## src/rtl/axi_write_only_ctrl_pkg.sv

```systemverilog
// Shared types and helpers for the AXI write-only SRAM bridge.
package axi_write_only_ctrl_pkg;

    typedef enum logic [1:0] {IDLE, DATA, RESP} state_t;

    localparam logic [1:0] BRESP_OKAY = 2'b00;

    function automatic int log2(input int n);
        int r;
        r = 0;
        for (int i = 0; i < 31; i++)
            if ((1 << i) < n) r = i + 1;
        return r;
    endfunction

endpackage

```

## src/rtl/axi_write_only_ctrl.sv

```systemverilog
// AXI4 write-only slave: one AW+W burst at a time into granted single-port SRAM
// write cycles, then a single OKAY B response.
module axi_write_only_ctrl
    import axi_write_only_ctrl_pkg::*;
#(
    parameter int AXI4_ADDRESS_WIDTH = 32,
    parameter int AXI4_RDATA_WIDTH   = 64,
    parameter int AXI4_WDATA_WIDTH   = 64,
    parameter int AXI4_ID_WIDTH      = 16,
    parameter int AXI4_USER_WIDTH    = 10,
    parameter int AXI_NUMBYTES       = AXI4_WDATA_WIDTH / 8,
    parameter int MEM_ADDR_WIDTH     = 16
) (
    input  logic                          clk,
    input  logic                          rst_n,

    input  logic [AXI4_ID_WIDTH-1:0]      AWID_i,
    input  logic [AXI4_ADDRESS_WIDTH-1:0] AWADDR_i,
    input  logic [7:0]                    AWLEN_i,
    input  logic [2:0]                    AWSIZE_i,
    input  logic [1:0]                    AWBURST_i,
    input  logic                          AWLOCK_i,
    input  logic [3:0]                    AWCACHE_i,
    input  logic [2:0]                    AWPROT_i,
    input  logic [3:0]                    AWREGION_i,
    input  logic [3:0]                    AWQOS_i,
    input  logic [AXI4_USER_WIDTH-1:0]    AWUSER_i,
    input  logic                          AWVALID_i,
    output logic                          AWREADY_o,

    input  logic [AXI4_WDATA_WIDTH-1:0]   WDATA_i,
    input  logic [AXI_NUMBYTES-1:0]       WSTRB_i,
    input  logic                          WLAST_i,
    input  logic [AXI4_USER_WIDTH-1:0]    WUSER_i,
    input  logic                          WVALID_i,
    output logic                          WREADY_o,

    output logic [AXI4_ID_WIDTH-1:0]      BID_o,
    output logic [1:0]                    BRESP_o,
    output logic [AXI4_USER_WIDTH-1:0]    BUSER_o,
    output logic                          BVALID_o,
    input  logic                          BREADY_i,

    output logic                          MEM_CEN_o,
    output logic                          MEM_WEN_o,
    output logic [MEM_ADDR_WIDTH-1:0]     MEM_A_o,
    output logic [AXI4_RDATA_WIDTH-1:0]   MEM_D_o,
    output logic [AXI_NUMBYTES-1:0]       MEM_BE_o,
    input  logic [AXI4_RDATA_WIDTH-1:0]   MEM_Q_i,

    input  logic                          grant_i,
    output logic                          valid_o
);

    localparam int OFFS = log2(AXI_NUMBYTES);

    state_t                      state, state_n;
    logic [AXI4_ID_WIDTH-1:0]    id_q;
    logic [AXI4_USER_WIDTH-1:0]  user_q;
    logic [7:0]                  len_q, beat_q;
    logic [MEM_ADDR_WIDTH-1:0]   addr_q;
    logic                        aw_hs, w_hs;

    // Burst type/size, WLAST, WUSER and the read port play no part in a write.
    logic unused_inputs;
    assign unused_inputs = ^{AWSIZE_i, AWBURST_i, AWLOCK_i, AWCACHE_i, AWPROT_i,
                             AWREGION_i, AWQOS_i, AWADDR_i, WLAST_i, WUSER_i, MEM_Q_i};

    always_ff @(posedge clk) begin
        if (!rst_n) begin
            state  <= IDLE;
            id_q   <= '0;
            user_q <= '0;
            len_q  <= '0;
            beat_q <= '0;
            addr_q <= '0;
        end else begin
            state <= state_n;
            if (aw_hs) begin
                id_q   <= AWID_i;
                user_q <= AWUSER_i;
                len_q  <= AWLEN_i;
                beat_q <= '0;
                addr_q <= AWADDR_i[MEM_ADDR_WIDTH+OFFS-1:OFFS];
            end else if (w_hs) begin
                addr_q <= addr_q + 1'b1;
                beat_q <= beat_q + 8'd1;
            end
        end
    end

    // Outputs are gated by rst_n so they are quiet for the whole reset cycle,
    // not just after the first edge.
    always_comb begin
        state_n   = state;
        aw_hs     = 1'b0;
        w_hs      = 1'b0;
        AWREADY_o = 1'b0;
        WREADY_o  = 1'b0;
        BVALID_o  = 1'b0;
        BID_o     = '0;
        BUSER_o   = '0;
        BRESP_o   = BRESP_OKAY;
        valid_o   = 1'b0;
        MEM_CEN_o = 1'b1;
        MEM_WEN_o = 1'b1;
        MEM_A_o   = addr_q;
        MEM_D_o   = '0;
        MEM_BE_o  = '0;
        if (rst_n) begin
            case (state)
                IDLE: begin
                    AWREADY_o = 1'b1;
                    aw_hs     = AWVALID_i;
                    if (aw_hs) state_n = DATA;
                end
                DATA: begin
                    valid_o   = WVALID_i;
                    WREADY_o  = grant_i;
                    MEM_CEN_o = ~WVALID_i;
                    MEM_WEN_o = ~WVALID_i;
                    MEM_D_o   = WDATA_i;
                    MEM_BE_o  = WSTRB_i;
                    w_hs      = WVALID_i & grant_i;
                    // Burst length comes from AWLEN alone; WLAST is not trusted.
                    if (w_hs && beat_q == len_q) state_n = RESP;
                end
                RESP: begin
                    BVALID_o = 1'b1;
                    BID_o    = id_q;
                    BUSER_o  = user_q;
                    if (BREADY_i) state_n = IDLE;
                end
                default: state_n = IDLE;
            endcase
        end
    end

endmodule

```

## config.mk

```make
export PLATFORM = sky130hd
export DESIGN_NAME = axi_write_only_ctrl
export DESIGN_NICKNAME = d
export VERILOG_FILES = /design/src/rtl/axi_write_only_ctrl_pkg.sv /design/src/rtl/axi_write_only_ctrl.sv
export SDC_FILE = /design/constraint.sdc
export NUM_CORES = 1
export LEC_CHECK = 0
export BUFFER_PORTS_ARGS = -buffer_cell sky130_fd_sc_hd__buf_2
export CORE_AREA = 4 4 137 139
export CTS_BUF_LIST = sky130_fd_sc_hd__clkbuf_8
export DETAILED_ROUTE_END_ITERATION = 16
export DIE_AREA = 0 0 141 143
export MAX_ROUTING_LAYER = met4
export PLACE_DENSITY_LB_ADDON = 0.12
export SLEW_MARGIN = 5
export SYNTH_ARGS = -nofsm -noshare
export SYNTH_HDL_FRONTEND = slang
export SYNTH_SLANG_ARGS = --single-unit
```

## constraint.sdc

```tcl
create_clock -name clk -period 2.1 [get_ports clk]
set_input_delay 0.42 -clock clk [delete_from_list [all_inputs] [get_ports clk]]
set_output_delay 0.42 -clock clk [all_outputs]
set_load 0.02 [all_outputs]
```

# Word-level counts from Yosys, hierarchy flattened
# Index checks and enable logic that the tools add are counted.
[totals]
ff_bits = 60
elab_cells = 50
[op_classes]
addsub = 2
n_eq_ne = 6
n_mux = 28
bitwise = 3
n_reduce_logical = 5
[ops]
columns = ["operator", "count"]
rows = [
  ["64-bit two-way mux", 2],
  ["16-bit two-way mux", 4],
  ["10-bit two-way mux", 2],
  ["16-bit by 1-bit adder with 16-bit output, second input constant", 1],
  ["8-bit two-way mux", 2],
  ["1-bit two-way mux", 14],
  ["8-bit by 1-bit adder with 8-bit output, second input constant", 1],
  ["8-bit equality test", 1],
  ["2-bit two-way mux", 3],
  ["2-bit inequality test, second input constant", 3],
  ["2-bit case mux with 3 select lines", 1],
  ["3-bit AND reduction", 1],
  ["2-bit by 1-bit equality test with 1-bit output, second input constant", 1],
  ["2-bit equality test, second input constant", 1],
  ["2-bit logical NOT", 1],
  ["1-bit inverter", 2],
  ["2-bit nonzero test", 1],
  ["2-bit OR reduction", 1],
  ["1-bit bitwise AND", 1],
  ["1-bit logical AND", 1],
]

# Logic depth before layout (Yosys ltp)
# Gate-level depths: netlist (run 1).
[depth]
ltp_word = 5
depth_mapped = 7
ltp_nobuf = 5

# Worst setup path after synthesis (run 1)
# No wires, ideal clock.
[synth_timing]
kind = "input port to output port"
start = "input rst_n"
end = "output BID_o[10]"
arrival_time_ps = 1579
t_required_ps = 1680
setup_slack_ps = 101
path_stages = 5
path_buffers = 2
path_cell_list = "buf_4 -> inv_1 -> nor3b_2 -> clkbuf_1 -> and2_1"
[synth_between]
elab_chain_len = 1
[synth_lines]
columns = ["item", "line_no", "text"]
rows = [
  ["start: declaration", "axi_write_only_ctrl.sv:15", "input logic rst_n,"],
  ["16-bit two-way mux", "axi_write_only_ctrl.sv:110", "if (rst_n) begin"],
  ["end: declaration", "axi_write_only_ctrl.sv:38", "output logic [AXI4_ID_WIDTH-1:0] BID_o,"],
]
# No other way between the ends.

# Worst setup path after layout (run 1)
[layout_timing]
start = "register state[1]"
end = "output MEM_D_o[49]"
[layout_between]
elab_chain_len = 3
[layout_lines]
columns = ["item", "line_no", "text"]
rows = [
  ["start: declaration", "axi_write_only_ctrl.sv:57", "state_t state, state_n;"],
  ["start signal: assignment", "axi_write_only_ctrl.sv:78", "state <= state_n;"],
  ["2-bit by 1-bit equality test with 1-bit output", "axi_write_only_ctrl.sv:111", "case (state)"],
  ["64-bit two-way mux", "axi_write_only_ctrl.sv:111", ""],
  ["64-bit two-way mux", "axi_write_only_ctrl.sv:110", ""],
  ["end: declaration", "axi_write_only_ctrl.sv:47", "output logic [AXI4_RDATA_WIDTH-1:0] MEM_D_o,"],
]
# No other way between the ends.

==> flow_metrics.env, run 1 <==
export IMPL_status="finished clean"
export IMPL_vias_per_cell=4.20
export IMPL_overflow=0
export IMPL_worst_pin_slew_ps=540
export IMPL_synth_warnings=0
export IMPL_clock_skew_final_ps=9.26
export IMPL_period_share_pct=95.3
export IMPL_drt_iter0_drc=135
export IMPL_maxCapViolCount=0
export IMPL_hold_worst_slack_ps=316
export IMPL_cts_tree="yes"
export IMPL_synth_avg_cell_area_um2=7.54
export IMPL_p_per_area_nw_per_um2=543
export IMPL_critPathLaunchType="register"
export IMPL_crit_arrival_ps=1580
export IMPL_rsz0062_at_grt="yes"
export IMPL_synth_edff_count=0
export IMPL_period_needed_ps=2000
export IMPL_netlist_area_leader_share_pct=35.8
export IMPL_drive_gt1_share_pct=41.4
export IMPL_ys_seq_elements=60
export IMPL_synth_area_top_cells="dfxtp_1 36%, and2_1 19%, nand2_1 8.8%"
export IMPL_pin_count=362
export IMPL_grt_max_degree=48
export IMPL_hpwl_um=11300
export IMPL_total_power_mw=2.78
export IMPL_final_common_cell="buf_2"
export IMPL_vias=3872
export IMPL_required_ps=1680
export IMPL_portBuffers=247
export IMPL_rows=49
export IMPL_drv_slew=0
export IMPL_start_util_pct=19.0
export IMPL_leakagePower_nw=2.52
export IMPL_worstHoldPathType="in2reg"
export IMPL_die_x_um=141
export IMPL_cts_root_buf="clkbuf_8"
export IMPL_finalSetupViolCount=0
export IMPL_synth_top_cell_by_area="dfxtp_1"
export IMPL_final_cell_mix="227 x buf_2, 103 x and2_1, 78 x nand2_1, 59 x dfxtp_1, 43 x a21oi_1"
export IMPL_maxSlewHeadroom_pct=63.7
export IMPL_grt_pass1_wl_um=21200
export IMPL_post_route_worst_setup_slack_ps=97.7
export IMPL_post_drt_wl_per_cell_um=15.3
export IMPL_hold_violations=0
export IMPL_area_growth_pct=52.6
export IMPL_synthArstFlopShare_pct=0
export IMPL_remaining_drc_errors=0
export IMPL_clk_latency_ps=340
export IMPL_fp_dieH_um=143
export IMPL_syn_inst=445
export IMPL_final_util_pct=29.0
export IMPL_cts_made_buffers=9
export IMPL_cts_clk_slew_worst_paths_ps=60
export IMPL_timing_fmax_ghz=0.499
export IMPL_finalWirelength_um=14100
export IMPL_synth_area_um2=3360
export IMPL_cp_end_kind="output port"
export IMPL_clock_sinks=60
export IMPL_ant_nets=0
export IMPL_grt_use_total_pct=13.9
export IMPL_dpl_worst_slack_ps=96.4
export IMPL_cts_path_max_buffers=2
export IMPL_grt_pass1_vias=3946
export IMPL_synth_distinct_cells=38
export IMPL_first_pass_iters=4
export IMPL_hold_buffers=0
export IMPL_worst_path_max_fanout=23
export IMPL_ys_flop_type="dfxtp_1"
export IMPL_synth_yosys_seq_area_share_pct=35.8
export IMPL_place_gp_congestion=0.948
export IMPL_core_um2=17700
export IMPL_fin_nets=929
export IMPL_die_area_um2=20200
export IMPL_crit_type="reg2out"
export IMPL_antenna_found_initial=1
export IMPL_htree_levels=3
export IMPL_ir_worst_vdd_mv=0.283
-- routing by layer --
metal  global-route usage (%)  vias to the layer above  part of all wire (%)
li1                         -                     1946                     -
met1                     15.0                     1744                    40
met2                     24.8                      171                    50
met3                     4.29                       11                   8.8
met4                     3.26                        0                   1.1
met5                        -                        -                     0
-- sequential cells by signal, summed over array words and instances, names as in the netlist --
register and count:
len_q 8, user_q 10, state 2, beat_q 8, MEM_A_o 16, id_q 16
-- power breakdown --
part / switching [mW] / total, mW / internal (mW) / leakage (nW)
Clock: 0.454 / 0.856 / 0.402 / 0.0924
Combinational: 0.383 / 0.666 / 0.283 / 1.93
Sequential: 0.0483 / 1.26 / 1.21 / 0.493
-- Yosys cell counts, types with 3 or more instances --
cell type and number:
xor2_1 6, nor4_1 3, o21ai_0 19, buf_4 6, or3_1 7, clkbuf_1 22
nor3_1 5, buf_2 3, dfxtp_1 60, inv_1 4, and4_1 3, xnor2_1 16
and2_1 103, a21oi_1 43, a31oi_1 6, nand3_1 12, nand4_1 8, nand2_1 79
nor2_1 13
-- final timing paths --
path	from	to	slack [ps]	depth (start not counted)
max	state[1]	MEM_D_o[49]	100	4
min	AWID_i[10]	id_q[10]	320	3
min reg2reg	id_q[1]	id_q[1]	450	2
max reg2reg	state[1]	MEM_A_o[9]	350	5
-- cells by family after synthesis --
family / count (synthesis) / share of synthesized area (%)
AOI/OAI and AO/OA: 72 / 11.3
xor gates and xnor gates: 22 / 5.74
adders and majority gates: 2 / 0.745
buffers and inverters: 39 / 5.59
DFF: 60 / 35.8
muxes: 2 / 0.596
other: 1 / 0.112
and+or+nand+nor: 247 / 40.1
-- worst max-delay path: stages (launching register included) --
cell and delay, ps:
dfxtp_2 360, and3b_2 380, clkbuf_16 220, and2_1 130, buf_2 160
-- per-stage QoR --
stage,area [µm²],cells,setup TNS (ps)
global route,5120,921,-4.88
global placement,4880,903,0
detailed placement,4880,903,0
finish,5120,921,0
CTS,5030,919,0
floorplan,3360,446,0
-- final cells by class --
type | count | area (µm²)
fillers | 1985 | 12500
multi-input cells | 347 | 1990
repair buffers | 265 | 1480
flip-flops and latches | 60 | 1200
well taps | 229 | 287
clock buffers | 9 | 124
clock inverters | 6 | 26.3
inverters | 4 | 15.0
diodes | 1 | 2.50
-- repair_timing --
action,4_1_cts,5_1_grt
gates resized for setup,1,22
endpoints found under the setup margin,50,29
setup buffers,1,0
hold endpoints to repair,0,0
gates cloned,0,1
(Power assumes the default switching activity.)
==> inputs of run 2 (changes only) <==
--- a/config.mk
+++ b/config.mk
@@ -5,11 +5,11 @@
 export SDC_FILE = /design/constraint.sdc
 export NUM_CORES = 1
 export LEC_CHECK = 0
-export BUFFER_PORTS_ARGS = -buffer_cell sky130_fd_sc_hd__buf_2
-export CORE_AREA = 4 4 137 139
+export BUFFER_PORTS_ARGS = -buffer_cell sky130_fd_sc_hd__buf_4
+export CORE_AREA = 4 4 139 141
 export CTS_BUF_LIST = sky130_fd_sc_hd__clkbuf_8
 export DETAILED_ROUTE_END_ITERATION = 16
-export DIE_AREA = 0 0 141 143
+export DIE_AREA = 0 0 143 145
 export MAX_ROUTING_LAYER = met4
 export PLACE_DENSITY_LB_ADDON = 0.12
 export SLEW_MARGIN = 5
==> flow_metrics.env, run 2 (synthesis results as in run 1) <==
export IMPL_grt_pass1_wl_um=20100
export IMPL_path_cells="and3b_2 > buf_12 > and2_1 > buf_4"
export IMPL_rsz0062_at_grt="no"
export IMPL_ir_worst_vdd_mv=0.195
export IMPL_hpwl_um=10600
export IMPL_hold_worst_slack_ps=329
export IMPL_hp_start="AWID_i[0]"
export IMPL_critPathLaunchType="register"
export IMPL_htree_levels=3
export IMPL_remaining_drc_errors=0
export IMPL_worstHoldPathType="in2reg"
export IMPL_ant_nets=0
export IMPL_post_route_worst_setup_slack_ps=114
export IMPL_fp_dieH_um=145
export IMPL_p_per_area_nw_per_um2=512
export IMPL_finalSetupViolCount=0
export IMPL_drv_slew=0
export IMPL_required_ps=1680
export IMPL_portBuffers=247
export IMPL_cts_clk_slew_worst_paths_ps=70
export IMPL_post_drt_wl_per_cell_um=14.5
export IMPL_maxCapViolCount=0
export IMPL_clk_latency_ps=340
export IMPL_insertedDiodeCount=0
export IMPL_hold_buffers=0
export IMPL_maxSlewHeadroom_pct=65.8
export IMPL_dpl_worst_slack_ps=140
export IMPL_vias=3872
export IMPL_cts_made_buffers=9
export IMPL_die_area_um2=20700
export IMPL_cts_tree="yes"
export IMPL_drive_gt1_share_pct=41.0
export IMPL_worst_pin_slew_ps=508
export IMPL_power_switching_mw=0.861
export IMPL_clock_skew_final_ps=10.0
export IMPL_intPower_mw=2.03
export IMPL_timing_fmax_ghz=0.504
export IMPL_status="finished clean"
export IMPL_crit_arrival_ps=1570
export IMPL_total_power_mw=2.89
export IMPL_critPathLaunch="state[1]"
export IMPL_clock_sinks=60
export IMPL_fin_setup_tns_ps=0
export IMPL_fin_nets=925
export IMPL_area_growth_pct=67.9
export IMPL_finalWirelength_um=13300
export IMPL_period_needed_ps=1990
export IMPL_combPwrFrac_pct=25.8
export IMPL_overflow=0
export IMPL_cpPeakStageDelay_ps=430
export IMPL_grt_use_total_pct=12.4
export IMPL_hold_violations=0
export IMPL_place_gp_congestion=0.778
export IMPL_first_pass_iters=4
export IMPL_cp_slowest_cell="dfxtp_2"
export IMPL_die_x_um=143
export IMPL_seqPwrFrac_pct=43.6
export IMPL_grt_max_degree=73
export IMPL_power_share_clock_pct=30.6
export IMPL_r2r_start="MEM_A_o[5]"
export IMPL_final_cell_mix="258 x buf_4, 103 x and2_1, 79 x nand2_1, 58 x dfxtp_1, 43 x a21oi_1"
export IMPL_period_share_pct=94.6
export IMPL_start_util_pct=18.7
export IMPL_leakagePower_nw=2.61
export IMPL_cts_path_max_buffers=2
export IMPL_crit_type="reg2out"
export IMPL_grt_pass1_vias=3891
export IMPL_drt_iter0_drc=117
export IMPL_cp_end_kind="output port"
export IMPL_final_common_cell="buf_4"
export IMPL_rows=49
export IMPL_vias_per_cell=4.22
export IMPL_cts_root_buf="clkbuf_8"
export IMPL_worst_path_max_fanout=72
export IMPL_core_um2=18000
export IMPL_antenna_found_initial=0
export IMPL_switching_share_pct=29.8
export IMPL_pin_count=362
==> run 2: layout make-up <==
type	instances	area [µm²]
Clock inverter	6	25.0
Clock buffer	10	138
Tap cell	229	287
Sequential cell	60	1200
Fill cell	1969	12300
Timing Repair Buffer	261	1990
Inverter	4	15.0
Multi-Input combinational cell	347	1980
==> run 2: final timing paths <==
| kind | end | slack (ps) | depth (start not counted) |
|---|---|---|---|
| worst max-delay path | MEM_D_o[38] | 110 | 4 |
| worst max register to register | MEM_A_o[15] | 360 | 4 |
| worst min register to register | user_q[3] | 450 | 2 |
| worst min-delay path | id_q[0] | 330 | 3 |
==> run 2: power groups by stage <==
stage | clock network [mW] | registers [mW] | logic, mW
after global placement | 0 | 1.28 | 0.751
after global routing | 0.988 | 1.27 | 0.817
final | 0.882 | 1.26 | 0.745
after detailed placement | 0 | 1.29 | 0.756
after floorplan | 0 | 1.30 | 0.328
after CTS | 0.933 | 1.26 | 0.762
==> run 2: layer usage <==
layer  up-vias  track usage (%)  share of wire [%]
met5         -                -                  0
met4         0             2.42               0.63
met3         9             4.57                 11
met2       172             21.7                 49
met1      1752             13.5                 39
li1       1939                -                  -
==> run 2: through the flow <==
step                      utilization (%)  area [µm²]  std cells
after global routing                 31.4        5640        917
after floorplan                         -        3360        446
final                                31.4        5640        917
after CTS                            31.4        5630        917
after global placement               30.3        5450        899
after detailed placement             30.3        5450        899
==> run 2: worst max-delay path: cells and delay by family, from the launching register on <==
kind                   cells  cell delay [ps]
buffers and inverters      2              340
flip-flops                 1              430
AND/OR/NAND/NOR            2              450
==> run 2: repair_timing <==
item                       4_1_cts  5_1_grt
hold endpoints to repair         0        0
setup endpoints to repair       98        6
pin swaps                        1        0
setup buffers                    2        0
resized for setup                2        1
